==> src/rtl/tuser_in_arb.sv <==
// tuser_in_arb: 2:1 packet-granular round-robin arbiter in front of tuser_in_fsm.
// A grant is held from the first beat through the tlast beat, so tuser stays
// unbroken per packet. The datapath is a pure combinational mux; the only state
// is the grant FSM and the last-granted pointer.
// Optional feature macro: TARB_PKT_CNT_EN enables per-requester completed-packet
// counters on cnt0/cnt1; without it both outputs are tied to zero.
//
// Handshake: a beat moves on any cycle where valid and ready are both high at
// the rising edge. Only the granted requester ever sees ready, and its ready is
// m_ready passed straight through; m_valid never depends on m_ready.
module tuser_in_arb #(
    parameter int DATA_W  = 256,
    parameter int KEEP_W  = 32,
    parameter int TUSER_W = 128
) (
    input  logic               tarb_aclk,
    input  logic               tarb_arst,
    input  logic               s0_valid,
    output logic               s0_ready,
    input  logic [DATA_W-1:0]  s0_data,
    input  logic [KEEP_W-1:0]  s0_keep,
    input  logic               s0_last,
    input  logic [TUSER_W-1:0] s0_user,
    input  logic               s1_valid,
    output logic               s1_ready,
    input  logic [DATA_W-1:0]  s1_data,
    input  logic [KEEP_W-1:0]  s1_keep,
    input  logic               s1_last,
    input  logic [TUSER_W-1:0] s1_user,
    output logic               m_valid,
    input  logic               m_ready,
    output logic [DATA_W-1:0]  m_data,
    output logic [KEEP_W-1:0]  m_keep,
    output logic               m_last,
    output logic [TUSER_W-1:0] m_user,
    output logic [0:2]         dbg_state,
    output logic [31:0]        cnt0,
    output logic [31:0]        cnt1
);

    localparam logic [2:0] IDLE = 3'b001;
    localparam logic [2:0] GNT0 = 3'b010;
    localparam logic [2:0] GNT1 = 3'b100;

    logic [2:0] state_q, state_d;
    // 1 means port 1 was granted last, so port 0 wins the next tie
    logic       last_gnt_q, last_gnt_d;
    logic       s0_done, s1_done;

    // tlast beat accepted from the granted port: packet complete
    assign s0_done = (state_q == GNT0) && s0_valid && m_ready && s0_last;
    assign s1_done = (state_q == GNT1) && s1_valid && m_ready && s1_last;

    assign dbg_state = state_q;

    // Next-state logic: arbitrate in IDLE, hold the grant until the tlast beat
    always_comb begin
        state_d    = state_q;
        last_gnt_d = last_gnt_q;
        case (state_q)
            IDLE: begin
                if (s0_valid && (!s1_valid || last_gnt_q)) begin
                    state_d    = GNT0;
                    last_gnt_d = 1'b0;
                end else if (s1_valid) begin
                    state_d    = GNT1;
                    last_gnt_d = 1'b1;
                end
            end
            GNT0: begin
                if (s0_done) begin
                    state_d = IDLE;
                end
            end
            GNT1: begin
                if (s1_done) begin
                    state_d = IDLE;
                end
            end
            default: begin
                state_d = IDLE;
            end
        endcase
    end

    // State and priority pointer registers; reset hands the first tie to port 0
    always_ff @(posedge tarb_aclk) begin
        if (tarb_arst) begin
            state_q    <= IDLE;
            last_gnt_q <= 1'b1;
        end else begin
            state_q    <= state_d;
            last_gnt_q <= last_gnt_d;
        end
    end

    // Output mux: granted port passes through, everything else reads zero
    always_comb begin
        m_valid  = 1'b0;
        m_data   = '0;
        m_keep   = '0;
        m_last   = 1'b0;
        m_user   = '0;
        s0_ready = 1'b0;
        s1_ready = 1'b0;
        case (state_q)
            GNT0: begin
                m_valid  = s0_valid;
                m_data   = s0_data;
                m_keep   = s0_keep;
                m_last   = s0_last;
                m_user   = s0_user;
                s0_ready = m_ready;
            end
            GNT1: begin
                m_valid  = s1_valid;
                m_data   = s1_data;
                m_keep   = s1_keep;
                m_last   = s1_last;
                m_user   = s1_user;
                s1_ready = m_ready;
            end
            default: begin
            end
        endcase
    end

`ifdef TARB_PKT_CNT_EN
    logic [31:0] cnt0_q, cnt1_q;

    // Completed-packet counters, wrapping at 2^32
    always_ff @(posedge tarb_aclk) begin
        if (tarb_arst) begin
            cnt0_q <= 32'd0;
            cnt1_q <= 32'd0;
        end else begin
            if (s0_done) begin
                cnt0_q <= cnt0_q + 32'd1;
            end
            if (s1_done) begin
                cnt1_q <= cnt1_q + 32'd1;
            end
        end
    end

    assign cnt0 = cnt0_q;
    assign cnt1 = cnt1_q;
`else
    assign cnt0 = 32'd0;
    assign cnt1 = 32'd0;
`endif

endmodule
==> config.mk <==
export PLATFORM = sky130hd
export DESIGN_NAME = tuser_in_arb
export DESIGN_NICKNAME = d
export VERILOG_FILES = /design/src/rtl/tuser_in_arb.sv
export SDC_FILE = /design/constraint.sdc
export NUM_CORES = 1
export LEC_CHECK = 0
export CORE_AREA = 5 5 509 511
export CTS_CLUSTER_DIAMETER = 120
export CTS_CLUSTER_SIZE = 10
export DETAILED_ROUTE_END_ITERATION = 8
export DIE_AREA = 0 0 514 516
export PLACE_DENSITY_LB_ADDON = 0.15
export SLEW_MARGIN = 25
export SYNTH_ARGS = -nofsm -noshare
export SYNTH_HDL_FRONTEND = slang
export SYNTH_SLANG_ARGS = --single-unit
==> constraint.sdc <==
create_clock -name tarb_aclk -period 1.7 [get_ports tarb_aclk]
set_clock_uncertainty 0.05 [all_clocks]
set_input_delay 0.34 -clock tarb_aclk [delete_from_list [all_inputs] [get_ports tarb_aclk]]
set_output_delay 0.34 -clock tarb_aclk [all_outputs]
set_load 0.1 [all_outputs]
; Word-level counts from Yosys, hierarchy flattened
; Index checks and enable logic that the tools add are counted.
[word_totals]
input_bits = 839
word_cells = 34
register_bits = 4
output_inout_bits = 487
[op_classes]
mux = 14
reduce_logical = 12
n_eq_ne = 6
[op_table]
columns = operator, count
row1 = $pmux W256 S2, 1
row2 = $pmux W128 S2, 1
row3 = $pmux W32 S2, 1
row4 = $mux W3, 4
row5 = $pmux W3 S3, 1
row6 = $logic_and A1 B1 Y1, 7
row7 = $mux W1, 4
row8 = $ne A2 B2 Y1 const B, 2
row9 = $pmux W1 S2, 2
row10 = $eq A3 B1 Y1 const B, 1
row11 = $eq A3 B2 Y1 const B, 1
row12 = $eq A3 B3 Y1 const B, 1
row13 = $ne A3 B3 Y1 const B, 1
row14 = $reduce_and A3 Y1, 1
row15 = $reduce_and A2 Y1, 1
row16 = $reduce_bool A2 Y1, 1
row17 = $logic_not A1 Y1, 1
row18 = $logic_or A1 B1 Y1, 1

; Logic depth before layout (Yosys ltp)
; Gate-level depths: netlist of run 1.
[logic_depth]
depth_word = 6
ltp_mapped = 5
depth_no_buf = 3

; Worst setup path after synthesis of run 1
; OpenSTA, ideal clock, no wires.
[synth_timing]
path_type = register -> output
from = register state_q[1], in the netlist dbg_state[1]
to = output port m_data[0]
arrival_time_ps = 2583
path_buffers = 2
required_ps = 1310
stages_incl_launch_ff = 5
setup_slack_ps = -1273
cell_sequence = dfxtp_1 -> nor3b_2 -> buf_2 -> buf_2 -> a22o_1
[synth_between]
elab_chain_len = 2
elab_cells_between_ends = 3
cone_classes = eq/ne (2) / mux (1)
[synth_rtl]
columns = item, line
row1 = "start, declared", 45  ; logic [2:0] state_q, state_d;
row2 = "start signal, assigned", 92  ; state_q <= state_d;
row3 = $eq A3 B3 Y1 or $eq A3 B2 Y1 (tied branches), 106  ; case (state_q)
row4 = $pmux W256 S2 *, 106
row5 = "end, declared", 32  ; output logic [DATA_W-1:0] m_data,
; Every way passes the cells marked *; elsewhere a longest branch is shown, timed or not.

; Worst setup path in the final report of run 1
[layout_timing]
from = register state_q[1], in the netlist dbg_state[1]
to = output port m_data[217]
; Same word-level chain as after synthesis.

==> metrics.md, run 1 <==
| Metric | Value |
|---|---|
| DRC viols | 0 |
| Die ar. | 265200 sq um |
| Async set-reset flop share out of synthesis | 0 |
| Initial antenna violation count | 257 |
| WL final | 194.6 mm |
| Area of the multi-input gates | 6081 sq um |
| Hold Crit Class | reg2reg |
| Largest net degree at the start of global routing | 36 |
| Crit Path Class | reg2out |
| Comb pwr share | 0.958 |
| Count leader, synth | a22o_1 |
| # setup viols final | 421 |
| Row cnt | 185 |
| Initial core utilization | 0.01898 |
| Final net count | 2810 |
| Fmax | 420.1 MHz |
| Failing checks | setup timing |
| I/O Pins | 1326 |
| Fin area | 30390 sq um |
| Fill count | 28830 |
| Area grow syn2layout | 531.7% |
| Post-synth top cells | a22o_1 (418), buf_2 (88), buf_4 (64), clkbuf_1 (4), dfxtp_1 (4) |
| Detailed Route Iter0 Violations | 787 |
| Clock-pin slew on the worst setup and hold paths | 0.03 ns |
| Cell Pwr Density | 400.0 nW/um^2 |
| Max VDD drop | 0.2042 mV |
| Critical Path Source Type | flip-flop |
| First-pass DRT Iterations | 5 |
| Clock root buffer master | clkbuf_16 |
| Placed cell area | 28260 sq um |
| Minimum clock period | 2.380 ns |
| Pleak | 11.33 nW |
| Vias per cell | 2.416 |
| Sw frac | 0.5694 |
| Grt ovf | 0 |
| Final WS setup | -0.6804 ns |
| Top_reg_cell synth | dfxtp_1 |
| Core area | 253500 sq um |
| Number of global-route vias before repair | 13154 |
| Worst Path Arrival | 1.99 ns |
| Hold_ws | 0.4956 ns |
| Via count | 12964 |
| Wire per inst | 36.27 um |
| GP Congestion | 0.8842 |
| Req. time, crit path | 1.31 ns |
| Fin crit share | 1.400 |
| CP Capture Type | output port |
| First-pass GRT wire length | 218.7 mm |
| Layout cells sized above 1 | 0.5335 |
| Total GRT Usage | 0.1351 |
| Die width | 514 um |
| Register area share after synthesis | 0.01664 |
| CTS Buf Count | 3 |
| Slew Limit Fails | 0 |
| NetSw | 6.922 mW |
| Reg power frac | 0.011 |
| Port Buffers | 1261 |
| # hold bufs at CTS | 0 |
| Cell count after synthesis | 598 |
| Max cap viols | 0 |
| Place WS | -0.8439 ns |
| Die H | 516 um |
| Number of synthesized register bits | 4 |
| Largest cells by area after synthesis | a22o_1 (76%), buf_4 (10%), buf_2 (9.2%), dfxtp_1 (1.7%), nor3b_2 (0.52%) |
| Post-route ant nets | 0 |
| Mapped Area | 4811 sq um |
| Status | finished, violations left |
| Synthesis Warnings | 0 |
| Crit path max fanout | 8 |
| Int Pwr | 5.235 mW |
| Yosys top cell by area | a22o_1 |
| Final hold violation count | 0 |
| Post-synthesis area per instance | 8.045 sq um |
| Clock tree buffer depth | 2 |
| CTS tree | done |
| Clock group share of total power | 0.031 |
| Final setup TNS | -244.00 ns |
| EDFF count, synth | 0 |
| Synth top area share | 0.7610 |
| FF/Latch Area | 91.34 sq um |
| Yosys cell types | 19 |
| Worst skew pair latency | 0.22 ns |
| CTS sink count | 4 |
| RSZ-0062 raised after global routing | yes |
| H-tree depth reported by CTS | 1 |
| DP HPWL | 177.3 mm |
## cell type report
type,instances,area share
timing repair buffer,1461,0.6532
multi-input combinational,501,0.2001
tap,3366,0.1386
sequential,4,0.003006
clock buffer,4,0.002594
antenna,30,0.002470
## cell usage in the layout, fill, tap and decap left out, types with 2 or more instances in the layout
master           count
a22o_2             217
buf_6               24
a32oi_1              2
conb_1              64
buf_8                8
and2_4               2
nor2_1               3
nand3_1              2
clkbuf_16           22
clkdlybuf4s50_1    838
a22o_4             201
dfxtp_4              3
buf_16              23
buf_12             467
nor3b_4              2
diode_2             30
buf_4               82
## per-stage QoR
| step | power, mW | cells | util |
|---|---|---|---|
| after floorplan | 5.533 | 661 | - |
| after CTS | 12.05 | 5305 | 0.1152 |
| after global routing | 12.48 | 5341 | 0.1197 |
| after global placement | 11.39 | 5279 | 0.1115 |
| final | 12.16 | 5366 | 0.1199 |
| after detailed placement | 11.36 | 5279 | 0.1115 |
## logic make-up after synthesis
group	synth area share
AO/OA/AOI/OAI	0.7709
buffers and inverters	0.1945
AND/OR/NAND/NOR	0.01717
flip-flops	0.01665
other	0.0007795
## state kept, by name, summed over array words and instances (netlist names)
signal      cells
dbg_state       3
last_gnt_q      1
## critical path, cell delays in order (launching register included)
cell and delay (ns):
dfxtp_4 0.36, nor3b_4 0.22, buf_12 0.15, clkbuf_16 0.17, clkbuf_16 0.24, buf_6 0.16
a22o_2 0.22, buf_12 0.19
## path summary, 6_finish.rpt
path                  endpoint  slack [ns]  cells past startpoint    startpoint
setup / recovery   m_data[217]       -0.68                      7  dbg_state[1]
hold / removal      last_gnt_q        0.50                      2    last_gnt_q
setup reg to reg  dbg_state[2]       -0.43                     10  dbg_state[1]
hold reg to reg     last_gnt_q        0.50                      2    last_gnt_q
## routing by layer
layer,track usage,vias to the layer above,part of all wire
li1,-,5243,-
met3,0.09137,429,0.14
met1,0.1465,5917,0.37
met5,0,-,0.0076
met2,0.2284,1157,0.47
met4,0.007386,218,0.014
## power groups by stage
stage	logic, mW	clock network (mW)	registers, mW
floorplan	5.34	0	0.197
global placement	11.3	0	0.134
detailed placement	11.2	0	0.133
CTS	11.5	0.386	0.132
global route	12.0	0.394	0.133
finish	11.6	0.380	0.131
## what timing repair did
action	in CTS	in global routing
pin swaps	20	30
gates resized for setup	84	91
endpoints found under the setup margin	421	421
cloned	7	19
buffers inserted	15	14
Power figures use the tool's default switching activity.
==> inputs of run 2 (changes only) <==
==> config.mk (replaced) <==
export PLATFORM = sky130hd
export DESIGN_NAME = tuser_in_arb
export DESIGN_NICKNAME = d
export VERILOG_FILES = /design/src/rtl/tuser_in_arb.sv
export SDC_FILE = /design/constraint.sdc
export NUM_CORES = 1
export LEC_CHECK = 0
export ABC_AREA = 1
export CORE_AREA = 5 5 512 514
export CTS_CLUSTER_DIAMETER = 120
export DETAILED_ROUTE_END_ITERATION = 8
export DIE_AREA = 0 0 517 519
export PLACE_DENSITY_LB_ADDON = 0.3
export SLEW_MARGIN = 25
export SYNTH_ARGS = -nofsm -noshare
export SYNTH_HDL_FRONTEND = slang
export SYNTH_SLANG_ARGS = --single-unit
==> run 2 against run 1 <==
The flow still finishes with violations (setup timing). Synthesized cell count up 150%. Total power up 39%. Combinational power up 41%. Core utilization up 3.6 points. Die area up 1.2%. Sequential cell count unchanged. First-iteration DRC count up 1.3%. Clock-buffer cell count unchanged. Via count up 31%. Hold slack worse by 0.053 ns.
==> metrics.md, run 2 <==
| Metric | Value |
|---|---|
| Largest net degree at the start of global routing | 32 (-11%) |
| EDFF count, synth | 0 (unchanged) |
| Max VDD drop | 0.2864 mV (+40%) |
| Cell Pwr Density | 421.6 nW/um^2 (+5.4%) |
| Minimum clock period | 2.401 ns (+0.02093 ns) |
| Crit Path Class | reg2out |
| Slew Limit Fails | 0 (unchanged) |
| I/O Pins | 1326 (unchanged) |
| Status | finished, violations left |
| Async set-reset flop share out of synthesis | 0 (unchanged) |
| Clock tree buffer depth | 2 (unchanged) |
| R2r endpoint | dbg_state[2] |
| Clock root buffer master | clkbuf_16 |
| Critical Path Source Type | flip-flop |
| Placed cell area | 35640 sq um (+26%) |
| Reg2reg path depth | 10 (unchanged) |
| Final net count | 3680 (+31%) |
| Worst skew pair latency | 0.23 ns (about the same) |
| Wire per inst | 30.03 um (-17%) |
| Largest cells by area after synthesis | nand2_1 (46%), nand3_1 (31%), buf_6 (7.4%), buf_4 (7.1%), buf_2 (3.8%) |
| Fin area | 39940 sq um (+31%) |
| Reg2reg start | dbg_state[0] |
| # setup viols final | 423 (+0.48%) |
| Die width | 517 um (+0.58%) |
| Fin crit share | 1.413 (+0.01231) |
| Critical-path cell list | inv_4 -> nor3_4 -> buf_6 -> buf_12 -> buf_16 -> buf_12 -> clkbuf_16 -> nand2_4 -> nand2_8 -> buf_12 |
| Die H | 519 um (+0.58%) |
| Synthesis Warnings | 0 (unchanged) |
| First-pass DRT Iterations | 5 (unchanged) |
| Commonest non-fill, non-tap cell in the layout | clkdlybuf4s50_1 |
| Commonest cells after routing, fill and taps aside | clkdlybuf4s50_1 (838), nand2_8 (511), buf_12 (475), nand3_1 (364), nand2_1 (143) |
| Crit. Startpoint | dbg_state[0] |
| Mapped Area | 6860 sq um (+43%) |
| Crit-path slowest cell | dfxtp_4 |
| Synth top area share | 0.4585 (-0.3025) |
| Place WS | -0.5746 ns (+0.2693 ns) |
| # hold bufs at CTS | 0 (unchanged) |
| Yosys cell types | 15 (-4) |
| Register area share after synthesis | 0.01167 (-0.004973) |
| Vias per cell | 2.724 (+13%) |
| Grt ovf | 0 (unchanged) |
| Overall power | 16.84 mW (+39%) |
| Number of global-route vias before repair | 17560 (+33%) |
| Hold Crit Class | reg2reg |
| CTS sink count | 4 (unchanged) |
| Stages on worst setup path | 10 (+3) |
| Worst Path Arrival | 2.01 ns (+0.02 ns) |
| CTS Buf Count | 3 (unchanged) |
| Row cnt | 186 (+0.54%) |
| Most frequent CP cell | buf_12 |
| End of the critical path | m_data[64] |
| Port Buffers | 1261 (unchanged) |
| GP Congestion | 0.8266 (-6.5%) |
| CP Capture Type | output port |
| Total GRT Usage | 0.1315 (-0.003590) |
| Worst slew margin | 0.6125 |
| Worst slew pin tran | 0.5795 ns |
| RSZ-0062 raised after global routing | yes |
| Max reg flops | 3 (unchanged) |
| Worst path bufs/invs | 7 (+2) |
| Final hold violation count | 0 (unchanged) |
| First-pass GRT wire length | 223.5 mm (+2.2%) |
| Final core occ | 0.1558 (+0.03586) |
| Fmax | 416.4 MHz (-0.87%) |
| DRC viols | 0 (unchanged) |
| Max cap viols | 0 (unchanged) |
| Initial core utilization | 0.02675 (+0.007769) |
| Req. time, crit path | 1.31 ns (about the same) |
| Detailed Route Iter0 Violations | 797 (+1.3%) |
| Post-synth top cells | nand2_1 (838), nand3_1 (423), buf_4 (65), buf_2 (52), buf_6 (45) |
| Final WS setup | -0.7014 ns (-0.02093 ns) |
| Post-synthesis area per instance | 4.601 sq um (-43%) |
| Core area | 256500 sq um (+1.2%) |
| CTS tree | done |
| Via count | 17043 (+31%) |
| Area grow syn2layout | 482.3% |
| WL final | 187.8 mm (-3.5%) |
| Number of synthesized register bits | 4 (unchanged) |
| Cell count after synthesis | 1491 (+150%) |
| Failing checks | setup timing |
| Die ar. | 268300 sq um (+1.2%) |
| Layout cells sized above 1 | 0.4979 (-0.03562) |
| Initial antenna violation count | 266 (+3.5%) |
| Pleak | 14.08 nW (+24%) |
| Count leader, synth | nand2_1 |
| H-tree depth reported by CTS | 1 (unchanged) |
| Crit path max fanout | 6 (-2) |
| Cell family with most CP delay | buffers and inverters |
| Top_reg_cell synth | dfxtp_1 |
| Clock-pin slew on the worst setup and hold paths | 0.03 ns (about the same) |
| Post-route ant nets | 0 (unchanged) |
| Worst R2R Setup Slack | -0.06 ns (+0.37 ns) |
| Crit path largest cell delay | 0.38 ns (+0.02 ns) |
| Yosys top cell by area | nand2_1 |
| DP HPWL | 173.9 mm (-1.9%) |
run 2: cell types whose count changed after synthesis, sizes merged, moves of 3 or more:
cell | previous run | this run
a22o | 418 | 0
nand3 | 2 | 423
inv | 0 | 7
nor2 | 3 | 8
clkbuf | 4 | 0
buf | 152 | 203
nor3b | 3 | 0
nand2 | 1 | 838
run 2: per-stage QoR:
| stage | instances | hold WS (ns) | TNS (ns) |
|---|---|---|---|
| floorplan | 1554 | 0.3494 | -100.21 |
| global placement | 6158 | 0.4608 | -179.88 |
| detailed placement | 6158 | 0.4245 | -174.29 |
| CTS | 6203 | 0.4388 | -272.25 |
| global route | 6235 | 0.5173 | -269.66 |
| finish | 6256 | 0.4424 | -241.13 |
run 2: tightest hold or removal path, delay by kind of cell, from the launching register on:
kind,cells,cell delay (ns)
AOI/OAI and AO/OA,1,0.09
DFF,1,0.32
and+or+nand+nor,1,0.05
run 2: metal layers:
| layer | wire length (um) | track usage | vias to the layer above |
|---|---|---|---|
| met3 | 26130 | 0.07667 | 421 |
| met1 | 63280 | 0.1344 | 7794 |
| met5 | 1383 | 0 | - |
| met2 | 94180 | 0.2389 | 1219 |
| li1 | - | - | 7411 |
| met4 | 2865 | 0.01171 | 198 |
run 2: area by class of cell:
| type | instances | area (sq um) |
|---|---|---|
| Tap cell | 3384 | 4234 |
| Timing Repair Buffer | 1485 | 20210 |
| Multi-Input combinational cell | 1340 | 15210 |
| Fill cell | 28566 | 216500 |
| Clock buffer | 4 | 78.83 |
| Sequential cell | 4 | 91.34 |
| Antenna cell | 32 | 80.08 |
| Inverter | 7 | 36.28 |
run 2: report_power, final:
group | switching [mW] | leakage [nW] | total, mW | internal [mW]
registers | 0.0256 | 0.0346 | 0.139 | 0.113
logic | 9.96 | 14.0 | 16.3 | 6.35
clock network | 0.0789 | 0.0384 | 0.390 | 0.311
total | 10.1 | 14.1 | 16.8 | 6.77
run 2: cells by family after synthesis:
| kind of cell | share of synthesized area |
|---|---|
| buf+inv | 0.2092 |
| other cells | 0.0005466 |
| flops | 0.01167 |
| simple gates | 0.7748 |
| compound gates | 0.003831 |
run 2: how the worst min path moves through the flow:
| stage | depth (start not counted) | from | slack (ns) | end |
|---|---|---|---|---|
| 3_3_place_gp | 2 | last_gnt_q | 0.46 | last_gnt_q |
| 5_1_grt | 2 | last_gnt_q | 0.52 | last_gnt_q |
| 2_1_floorplan | 1 | tarb_arst | 0.35 | dbg_state[0] |
| 3_5_place_dp | 2 | last_gnt_q | 0.42 | last_gnt_q |
| 6_report | 2 | last_gnt_q | 0.44 | last_gnt_q |
| 4_1_cts | 2 | last_gnt_q | 0.44 | last_gnt_q |
run 2: timing repair:
action,CTS,global route
gates resized for setup,297,356
buffers inserted,27,18
pin swaps,4,8
gates cloned,15,13
endpoints found under the setup margin,422,423
